--- src/rtl/imuldiv_muldiv_requester_pkg.sv ---
// Shared definitions for the mul/div requester.
//   - FUNC_* : muldivreq function encodings seen on cmd_fn / muldivreq_msg_fn
//   - RESULT_LO_* / RESULT_HI_* : bit ranges of the two halves of a 64-bit unit result
//   - wb_state_e : writeback buffer states
//   - sel_hi() : which half of the result a command wants back
//   - pick_half() : extracts that half
package imuldiv_muldiv_requester_pkg;

  localparam logic [2:0] FUNC_MUL  = 3'd0;
  localparam logic [2:0] FUNC_DIV  = 3'd1;
  localparam logic [2:0] FUNC_DIVU = 3'd2;
  localparam logic [2:0] FUNC_REM  = 3'd3;
  localparam logic [2:0] FUNC_REMU = 3'd4;

  // MUL returns the full product; DIV*/REM* return {remainder, quotient}.
  localparam int RESULT_LO_MSB = 31;
  localparam int RESULT_LO_LSB = 0;
  localparam int RESULT_HI_MSB = 63;
  localparam int RESULT_HI_LSB = 32;

  typedef enum logic {
    WB_EMPTY = 1'b0,
    WB_FULL  = 1'b1
  } wb_state_e;

  function automatic logic sel_hi(input logic [2:0] fn, input logic hi);
    logic sel;
    case (fn)
      FUNC_MUL:             sel = hi;
      FUNC_DIV, FUNC_DIVU:  sel = 1'b0;
      FUNC_REM, FUNC_REMU:  sel = 1'b1;
      default:              sel = 1'b0;
    endcase
    return sel;
  endfunction

  function automatic logic [31:0] pick_half(input logic [63:0] result, input logic sel);
    return sel ? result[RESULT_HI_MSB:RESULT_HI_LSB] : result[RESULT_LO_MSB:RESULT_LO_LSB];
  endfunction

endpackage

--- src/rtl/imuldiv_muldiv_requester_meta_fifo.sv ---
// In-order metadata FIFO for requests in flight to the mul/div unit.
// Ports:
//   clk, reset       clock, synchronous active-low reset (clears pointers and count)
//   push, push_data  write one entry; ignored while full
//   pop              drop the head entry; ignored while empty
//   head             current head entry
//   full, empty      status, derived from the registered count only
//   count            number of stored entries
module imuldiv_muldiv_requester_meta_fifo #(
  parameter int DEPTH = 2,
  parameter int W     = 6,
  parameter int CNT_W = $clog2(DEPTH + 1)
) (
  input  logic             clk,
  input  logic             reset,
  input  logic             push,
  input  logic [W-1:0]     push_data,
  input  logic             pop,
  output logic [W-1:0]     head,
  output logic             full,
  output logic             empty,
  output logic [CNT_W-1:0] count
);

  localparam int PTR_W = (DEPTH > 1) ? $clog2(DEPTH) : 1;

  logic [W-1:0]     mem [DEPTH];
  logic [PTR_W-1:0] wr_ptr;
  logic [PTR_W-1:0] rd_ptr;
  logic             do_push;
  logic             do_pop;

  assign full    = (count == CNT_W'(DEPTH));
  assign empty   = (count == '0);
  assign do_push = push && !full;
  assign do_pop  = pop && !empty;
  assign head    = mem[rd_ptr];

  function automatic logic [PTR_W-1:0] ptr_inc(input logic [PTR_W-1:0] p);
    return (p == PTR_W'(DEPTH - 1)) ? '0 : p + PTR_W'(1);
  endfunction

  always_ff @(posedge clk) begin
    if (!reset) begin
      wr_ptr <= '0;
      rd_ptr <= '0;
      count  <= '0;
    end else begin
      if (do_push) wr_ptr <= ptr_inc(wr_ptr);
      if (do_pop)  rd_ptr <= ptr_inc(rd_ptr);
      case ({do_push, do_pop})
        2'b10:   count <= count + CNT_W'(1);
        2'b01:   count <= count - CNT_W'(1);
        default: count <= count;
      endcase
    end
  end

  always_ff @(posedge clk) begin
    if (do_push) mem[wr_ptr] <= push_data;
  end

endmodule

--- src/rtl/imuldiv_muldiv_requester.sv ---
// Initiator side of the muldivreq/muldivresp val/rdy protocol. Commands pass straight
// through to the unit; their {rd, sel_hi} metadata is queued in order and joined with
// each response to fill a one-entry, back-pressurable writeback register.
// Ports:
//   clk, reset                   clock, synchronous active-low reset
//   cmd_*                        command from execute: fn, a, b, rd, hi (val/rdy)
//   muldivreq_*                  request to the unit (operands are pass-through)
//   muldivresp_*                 response from the unit (64-bit result)
//   wb_val/wb_rdy/wb_rd/wb_data  registered writeback port
//   pend_cnt                     requests in flight
//   busy                         anything in flight or waiting to write back
//   err                          sticky: response arrived with nothing in flight
//
// Writeback buffer states:
//   state    | meaning
//   WB_EMPTY | no result held, wb_val=0
//   WB_FULL  | result held in wb_rd/wb_data, wb_val=1
module imuldiv_muldiv_requester
  import imuldiv_muldiv_requester_pkg::*;
#(
  parameter int DEPTH = 2,
  parameter int RD_W  = 5
) (
  input  logic                         clk,
  input  logic                         reset,
  input  logic                         cmd_val,
  output logic                         cmd_rdy,
  input  logic [2:0]                   cmd_fn,
  input  logic [31:0]                  cmd_a,
  input  logic [31:0]                  cmd_b,
  input  logic [RD_W-1:0]              cmd_rd,
  input  logic                         cmd_hi,
  output logic [2:0]                   muldivreq_msg_fn,
  output logic [31:0]                  muldivreq_msg_a,
  output logic [31:0]                  muldivreq_msg_b,
  output logic                         muldivreq_val,
  input  logic                         muldivreq_rdy,
  input  logic [63:0]                  muldivresp_msg_result,
  input  logic                         muldivresp_val,
  output logic                         muldivresp_rdy,
  output logic                         wb_val,
  input  logic                         wb_rdy,
  output logic [RD_W-1:0]              wb_rd,
  output logic [31:0]                  wb_data,
  output logic [$clog2(DEPTH+1)-1:0]   pend_cnt,
  output logic                         busy,
  output logic                         err
);

  localparam int META_W = RD_W + 1;

  logic              full;
  logic              empty;
  logic [META_W-1:0] head;
  logic              cmd_fire;
  logic              resp_fire;
  logic              resp_pop;
  logic              resp_orphan;
  wb_state_e         state_q;
  wb_state_e         state_d;

  assign muldivreq_msg_fn = cmd_fn;
  assign muldivreq_msg_a  = cmd_a;
  assign muldivreq_msg_b  = cmd_b;

  // Gated by the registered full flag only, so a response draining this cycle
  // never creates a combinational path into the request side.
  assign muldivreq_val = reset && cmd_val && !full;
  assign cmd_rdy       = reset && muldivreq_rdy && !full;
  assign cmd_fire      = cmd_val && cmd_rdy;

  assign muldivresp_rdy = reset && (!wb_val || wb_rdy);
  assign resp_fire      = muldivresp_val && muldivresp_rdy;
  assign resp_pop       = resp_fire && !empty;
  assign resp_orphan    = resp_fire && empty;

  imuldiv_muldiv_requester_meta_fifo #(
    .DEPTH (DEPTH),
    .W     (META_W)
  ) u_meta_fifo (
    .clk       (clk),
    .reset     (reset),
    .push      (cmd_fire),
    .push_data ({cmd_rd, sel_hi(cmd_fn, cmd_hi)}),
    .pop       (resp_pop),
    .head      (head),
    .full      (full),
    .empty     (empty),
    .count     (pend_cnt)
  );

  always_ff @(posedge clk) begin
    if (!reset) state_q <= WB_EMPTY;
    else        state_q <= state_d;
  end

  always_comb begin
    state_d = state_q;
    case (state_q)
      WB_EMPTY: if (resp_pop) state_d = WB_FULL;
      WB_FULL: begin
        if (resp_pop)    state_d = WB_FULL;
        else if (wb_rdy) state_d = WB_EMPTY;
      end
      default:  state_d = WB_EMPTY;
    endcase
  end

  assign wb_val = (state_q == WB_FULL);

  always_ff @(posedge clk) begin
    if (!reset) begin
      wb_rd   <= '0;
      wb_data <= '0;
      err     <= 1'b0;
    end else begin
      if (resp_pop) begin
        wb_rd   <= head[META_W-1:1];
        wb_data <= pick_half(muldivresp_msg_result, head[0]);
      end
      if (resp_orphan) err <= 1'b1;
    end
  end

  assign busy = (pend_cnt != '0) || wb_val;

endmodule

--- config.mk ---
export PLATFORM = sky130hd
export DESIGN_NAME = imuldiv_muldiv_requester
export DESIGN_NICKNAME = d
export VERILOG_FILES = /design/src/rtl/imuldiv_muldiv_requester_pkg.sv /design/src/rtl/imuldiv_muldiv_requester_meta_fifo.sv /design/src/rtl/imuldiv_muldiv_requester.sv
export SDC_FILE = /design/constraint.sdc
export NUM_CORES = 1
export LEC_CHECK = 0
export ABC_AREA = 1
export CAP_MARGIN = 0
export CORE_MARGIN = 8
export CORE_UTILIZATION = 35
export DETAILED_ROUTE_END_ITERATION = 8
export GPL_ROUTABILITY_DRIVEN = 0
export PLACE_DENSITY_LB_ADDON = 0.08
export SLEW_MARGIN = 30
export SYNTH_ARGS = -nofsm -noshare
export SYNTH_HDL_FRONTEND = slang
export SYNTH_SLANG_ARGS = --single-unit
--- constraint.sdc ---
create_clock -name clk -period 5.4 [get_ports clk]
set_clock_uncertainty 0.2 [all_clocks]
set_input_delay 1.08 -clock clk [delete_from_list [all_inputs] [get_ports clk]]
set_output_delay 1.08 -clock clk [all_outputs]
set_load 0.02 [all_outputs]
== Word level (Yosys, flattened, before mapping) ==
Memory sizes are Yosys's and may differ from the RTL's. A register that Yosys moved wholly into a read port is not among the register bits.
Cells that the tools add are included.

* Flip-flop bits (word level): 43
* Latch bits: 0
* RAM bits: 12
* ROM bits: 0
* Input bits: 143
* Logic and storage cells: 52
* Memories: 1

* $add $sub $neg: 4
* Multiply operators: 0
* Divide/modulo/power cells: 0
* Magnitude comparators: 0
* Eq/ne operators: 5
* Shift-type cells: 0
* Muxes and demuxes: 13
* Bitwise logic cells: 1
* Reduce and logical (&&, ||, !) cells: 21

{| class="wikitable"
|+ Memories
! memory !! words !! bits a word !! rd ports !! clocked after memory_dff !! write ports !! line !! text
|-
| u_meta_fifo.mem || 2 || 6 || 1 || 1 || 1 || imuldiv_muldiv_requester_meta_fifo.sv:27 || <nowiki>logic [W-1:0] mem [DEPTH];</nowiki>
|}

{| class="wikitable"
|+ Operator list
! operator !! count
|-
| two-way mux 32 bit || 1
|-
| logical AND 1 bit || 11
|-
| two-way mux 1 bit || 9
|-
| equality test 2 bit (second input constant) || 2
|-
| case mux 1 bit (2 select lines) || 2
|-
| case mux 2 bit (2 select lines) || 1
|-
| nonzero test 2 bit || 2
|-
| equality test 3 x 2 -> 1 bit (second input constant) || 1
|-
| equality test 3 bit (second input constant) || 1
|-
| zero test 1 bit || 3
|-
| zero test 3 bit || 1
|-
| adder 1 bit (second input constant) || 2
|-
| adder 2 x 1 -> 2 bit (second input constant) || 1
|-
| equality test 2 x 1 -> 1 bit (second input constant) || 1
|-
| zero test 2 bit || 1
|-
| logical OR 1 bit || 2
|-
| OR reduction 2 bit || 1
|-
| subtractor 2 x 1 -> 2 bit (second input constant) || 1
|-
| inverter 1 bit || 1
|}

== Longest topological paths before layout ==
* Depth after elaboration: 8
* Depth in mapped cells: 12

== Hierarchy ==
Synthesis repeated with hierarchy kept, for this count alone.

* Cells, all modules: 486
* Area, all modules: 3285.7 µm²

{| class="wikitable"
|+ By module, submodules not included
! module !! times used !! cells an instance !! area each (µm²) !! sequential area each (µm²)
|-
| imuldiv_muldiv_requester || 1 || 427 || 2588.7 || 780.7
|-
| imuldiv_muldiv_requester_meta_fifo || 1 || 59 || 696.9 || 460.4
|}

== Least setup slack after synthesis ==
OpenSTA, ideal clock, no wires.

* Path kind: input to output
* Start point: input reset
* End point: output muldivreq_val
* Data arrival time: 1.796 ns
* Data required time: 4.120 ns
* Setup slack: 2.324 ns
* Stages: 4
* Path buffers: 2
* Path through: buf_2 -> buf_2 -> nand2_1 -> nor2_1

* Word-level cells in the longest chain between the ends: 2

{| class="wikitable"
|+ RTL lines
! what !! line !! text
|-
| from (decl) || imuldiv_muldiv_requester.sv:25 || <nowiki>input logic reset,</nowiki>
|-
| logical AND 1 bit (2 in series) || imuldiv_muldiv_requester.sv:68 || <nowiki>assign muldivreq_val = reset && cmd_val && !full;</nowiki>
|-
| to (decl) || imuldiv_muldiv_requester.sv:36 || <nowiki>output logic muldivreq_val,</nowiki>
|}

No other way between the ends.

== Final worst setup path ==
* Start point: input reset
* End point: output muldivresp_rdy

* Word-level cells in the longest chain between the ends: 1

{| class="wikitable"
|+ RTL lines
! what !! line !! text
|-
| logical AND 1 bit || imuldiv_muldiv_requester.sv:72 || <nowiki>assign muldivresp_rdy = reset && (!wb_val || wb_rdy);</nowiki>
|-
| to (decl) || imuldiv_muldiv_requester.sv:40 || <nowiki>output logic muldivresp_rdy,</nowiki>
|}

No other way between the ends.

==> metrics.txt <==
# TYPE chip_impl_metric gauge
chip_impl_metric{name="ant_nets",unit=""} 0
chip_impl_metric{name="arrival",unit="ns"} 2.47
chip_impl_metric{name="fin_tns_setup",unit="ns"} 0
chip_impl_info{name="grt_busiest_layer",value="met2"} 1
chip_impl_info{name="run_status",value="complete, no violations"} 1
chip_impl_metric{name="final_cells",unit=""} 656
chip_impl_metric{name="post_synth_inst_count",unit=""} 496
chip_impl_info{name="crit_chain",value="buf_2 > inv_1 > a21oi_1 > clkdlybuf4s50_1"} 1
chip_impl_metric{name="first_iter_violations",unit=""} 99
chip_impl_metric{name="rows",unit=""} 35
chip_impl_metric{name="detailroute.via_count",unit=""} 2755
chip_impl_metric{name="clock.fmax",unit="GHz"} 0.266
chip_impl_info{name="layout_commonest_cell",value="sky130_fd_sc_hd__nand2_1"} 1
chip_impl_metric{name="n_antenna_cell",unit=""} 0
chip_impl_metric{name="dp_hpwl",unit="um"} 6310
chip_impl_metric{name="grt_first_pass_wirelength",unit="um"} 13600
chip_impl_metric{name="clk_slew_on_worst_s_h_paths",unit="ns"} 0.11
chip_impl_info{name="setup.worst_path.start_class",value="input pin"} 1
chip_impl_info{name="rsz0062_at_grt",value="false"} 1
chip_impl_metric{name="slew_viol_final",unit=""} 0
chip_impl_metric{name="largest_net_degree_at_the_start_of_global_routing",unit=""} 78
chip_impl_metric{name="max_slew_margin",unit="%"} 50.6
chip_impl_metric{name="mappedNetlistNets",unit=""} 640
chip_impl_metric{name="final_layout_size_suffix_gt1_share",unit="%"} 3.30
chip_impl_info{name="cts_tree",value="done"} 1
chip_impl_metric{name="floorplan.initialDensity",unit="%"} 35.6
chip_impl_metric{name="vias_per_cell",unit=""} 4.20
chip_impl_metric{name="number_of_global_route_vias_before_repair",unit=""} 2763
chip_impl_metric{name="cts_buffer_depth",unit=""} 2
chip_impl_metric{name="grtUsageMet2",unit="%"} 23.0
chip_impl_metric{name="area_of_the_mapped_netlist",unit="um2"} 3260
chip_impl_metric{name="global_route.overflow_total",unit=""} 0
chip_impl_metric{name="nets",unit=""} 688
chip_impl_info{name="min-delay-path-class",value="flop to flop"} 1
chip_impl_metric{name="synth.yosys.seq_area_share",unit="%"} 38.1
chip_impl_metric{name="stdcell_area",unit="um2"} 4120
chip_impl_metric{name="critical_path_fanouts_max",unit=""} 26
chip_impl_metric{name="routedWlPerCell",unit="um"} 12.9
chip_impl_metric{name="groute.layer.met3.usage",unit="%"} 5.37
chip_impl_metric{name="post_cts_buffers",unit=""} 0
chip_impl_metric{name="length_in_cells_of_the_worst_reg_to_reg_path",unit=""} 7
chip_impl_metric{name="post-place-ws",unit="ns"} 1.65
chip_impl_metric{name="floorplan.io_pins",unit=""} 255
chip_impl_metric{name="numPortBuffers",unit=""} 126
chip_impl_metric{name="timing.final.hold_violations",unit=""} 0
chip_impl_metric{name="ctsHoldBuffers",unit=""} 0
chip_impl_metric{name="power.density_cell_area",unit="nW/um2"} 213
chip_impl_metric{name="die_area",unit="um2"} 12700
chip_impl_metric{name="grt.met1_usage",unit="%"} 13.3
chip_impl_metric{name="post_cts_resize_count",unit=""} 0
chip_impl_info{name="critical_path.slowest_cell",value="sky130_fd_sc_hd__clkdlybuf4s50_1"} 1
chip_impl_metric{name="cts_sinks",unit=""} 56
chip_impl_metric{name="dr.pass1.iters",unit=""} 4
chip_impl_info{name="clk_root_buffer_cell",value="sky130_fd_sc_hd__clkbuf_8"} 1
chip_impl_metric{name="route.detailed.drc",unit=""} 0
chip_impl_metric{name="ctsHtreeMaxLevel",unit=""} 2
chip_impl_metric{name="layout_worst_path_cycle_share",unit="%"} 69.5
chip_impl_metric{name="fp.dieH",unit="um"} 113
chip_impl_metric{name="drv.max_cap_violation_count",unit=""} 0
chip_impl_metric{name="antenna_found_initial",unit=""} 0
chip_impl_metric{name="area_growth_synth_to_finish",unit="%"} 26.5
chip_impl_metric{name="max-vdd-ir-drop",unit="uV"} 109
chip_impl_metric{name="die_width",unit="um"} 113
chip_impl_metric{name="placed_area",unit="um2"} 4030
chip_impl_metric{name="layout_min_cycle_time",unit="ns"} 3.75
chip_impl_info{name="layout_common_cells",value="sky130_fd_sc_hd__nand2_1 (199), sky130_fd_sc_hd__clkdlybuf4s50_1 (125), sky130_fd_sc_hd__nor2_1 (84), sky130_fd_sc_hd__inv_1 (49), sky130_fd_sc_hd__dfxtp_1 (44)"} 1
chip_impl_metric{name="yosys_register_bits",unit=""} 56
chip_impl_metric{name="worstPathRequired",unit="ns"} 4.12
chip_impl_metric{name="cts_made_buffers",unit=""} 5
chip_impl_metric{name="insertion_delay",unit="ns"} 0.31
chip_impl_info{name="critical_path_class",value="input pin to output port"} 1
chip_impl_metric{name="design.core.area",unit="um2"} 9150
chip_impl_metric{name="power_leakage",unit="nW"} 2.00
chip_impl_metric{name="timing.hold.ws",unit="ns"} 0.266
chip_impl_metric{name="finalWirelength",unit="um"} 8460
chip_impl_metric{name="worst_slew_pin_slew",unit="ns"} 0.741
chip_impl_metric{name="synth_cell_types",unit=""} 21
chip_impl_metric{name="holdPathStages",unit=""} 2
chip_impl_metric{name="number_of_cells_in_the_design_after_placement",unit=""} 648
chip_impl_metric{name="cpPeakStageDelay",unit="ns"} 0.64
chip_impl_metric{name="ys.warnings.count",unit=""} 0
chip_impl_metric{name="final-setup-viol-count",unit=""} 0
chip_impl_metric{name="groute.usage.overall",unit="%"} 13.2
chip_impl_metric{name="setup_slack",unit="ns"} 1.65
chip_impl_info{name="worstSetupEndpointType",value="output port"} 1
chip_impl_metric{name="postSynthAreaPerCell",unit="um2"} 6.57
flip-flops by register name, indices dropped and copies added (netlist names), named ones only:
signal / flops
u_meta_fifo.wr_ptr: 1
u_meta_fifo.mem: 12
u_meta_fifo.count: 2
wb_data: 32
u_meta_fifo.rd_ptr: 1
err: 1
wb_rd: 5
wb_val: 1
per-layer routing:
layer	vias up	routed length, um
met3	45	759
met5	-	0
met1	1152	3240
met2	79	4150
li1	1479	-
met4	0	316
path summary, 6_finish.rpt:
path | startpoint | end | slack (ns)
max | reset | muldivresp_rdy | 1.65
min | err$_SDFFE_PN0P_ | err$_SDFFE_PN0P_ | 0.27
max reg2reg | flop | wb_data[27]$_SDFFE_PN0P_ | 3.54
min reg2reg | err$_SDFFE_PN0P_ | err$_SDFFE_PN0P_ | 0.27
cells by family after synthesis:
logic type	Yosys count	share of synthesized area [%]
and+or+nand+nor	292	34.7
DFF	56	38.1
buffers and inverters	138	25.4
adders and majority gates	1	0.384
AOI/OAI and AO/OA	9	1.38
power by group:
group | total (mW) | internal (mW) | switching, mW
registers | 0.450 | 0.442 | 0.00816
clock network | 0.237 | 0.0934 | 0.144
logic | 0.189 | 0.0996 | 0.0892
worst max-delay path: cells and delay by family:
family | cells | cell delay (ns)
buffers and inverters | 3 | 1.21
AOI/OAI and AO/OA | 1 | 0.19
Yosys cell counts:
master	instances	area [um2]
sky130_fd_sc_hd__a21oi_1	5	25.0
sky130_fd_sc_hd__buf_1	1	3.75
sky130_fd_sc_hd__buf_2	6	30.0
sky130_fd_sc_hd__buf_4	73	548
sky130_fd_sc_hd__buf_6	4	45.0
sky130_fd_sc_hd__clkbuf_1	3	11.3
sky130_fd_sc_hd__dfxtp_1	44	881
sky130_fd_sc_hd__edfxtp_1	12	360
sky130_fd_sc_hd__ha_1	1	12.5
sky130_fd_sc_hd__inv_1	49	184
sky130_fd_sc_hd__inv_2	2	7.51
sky130_fd_sc_hd__nand2_1	199	747
sky130_fd_sc_hd__nand2_2	3	18.8
sky130_fd_sc_hd__nand3_1	1	5.00
sky130_fd_sc_hd__nand3b_1	1	7.51
sky130_fd_sc_hd__nand4_1	1	6.26
sky130_fd_sc_hd__nand4_4	1	21.3
sky130_fd_sc_hd__nor2_1	84	315
sky130_fd_sc_hd__nor3_1	1	5.00
sky130_fd_sc_hd__o21ai_0	4	20.0
sky130_fd_sc_hd__or2_2	1	6.26
stage by stage:
stage	utilization, %	total power [mW]
final	45.1	0.877
after global routing	45.1	0.925
after CTS	45.1	0.894
after detailed placement	44.1	0.652
after global placement	44.1	0.651
after floorplan	-	0.622
final cells by class:
class	instances	area, um2
clock buffer	5	68.8
multi-input combinational	302	1190
fill	945	5030
sequential	56	1240
timing repair buffer	128	1270
tap	111	139
inverter	51	191
clock inverter	3	22.5
(Power assumes the default switching activity.)
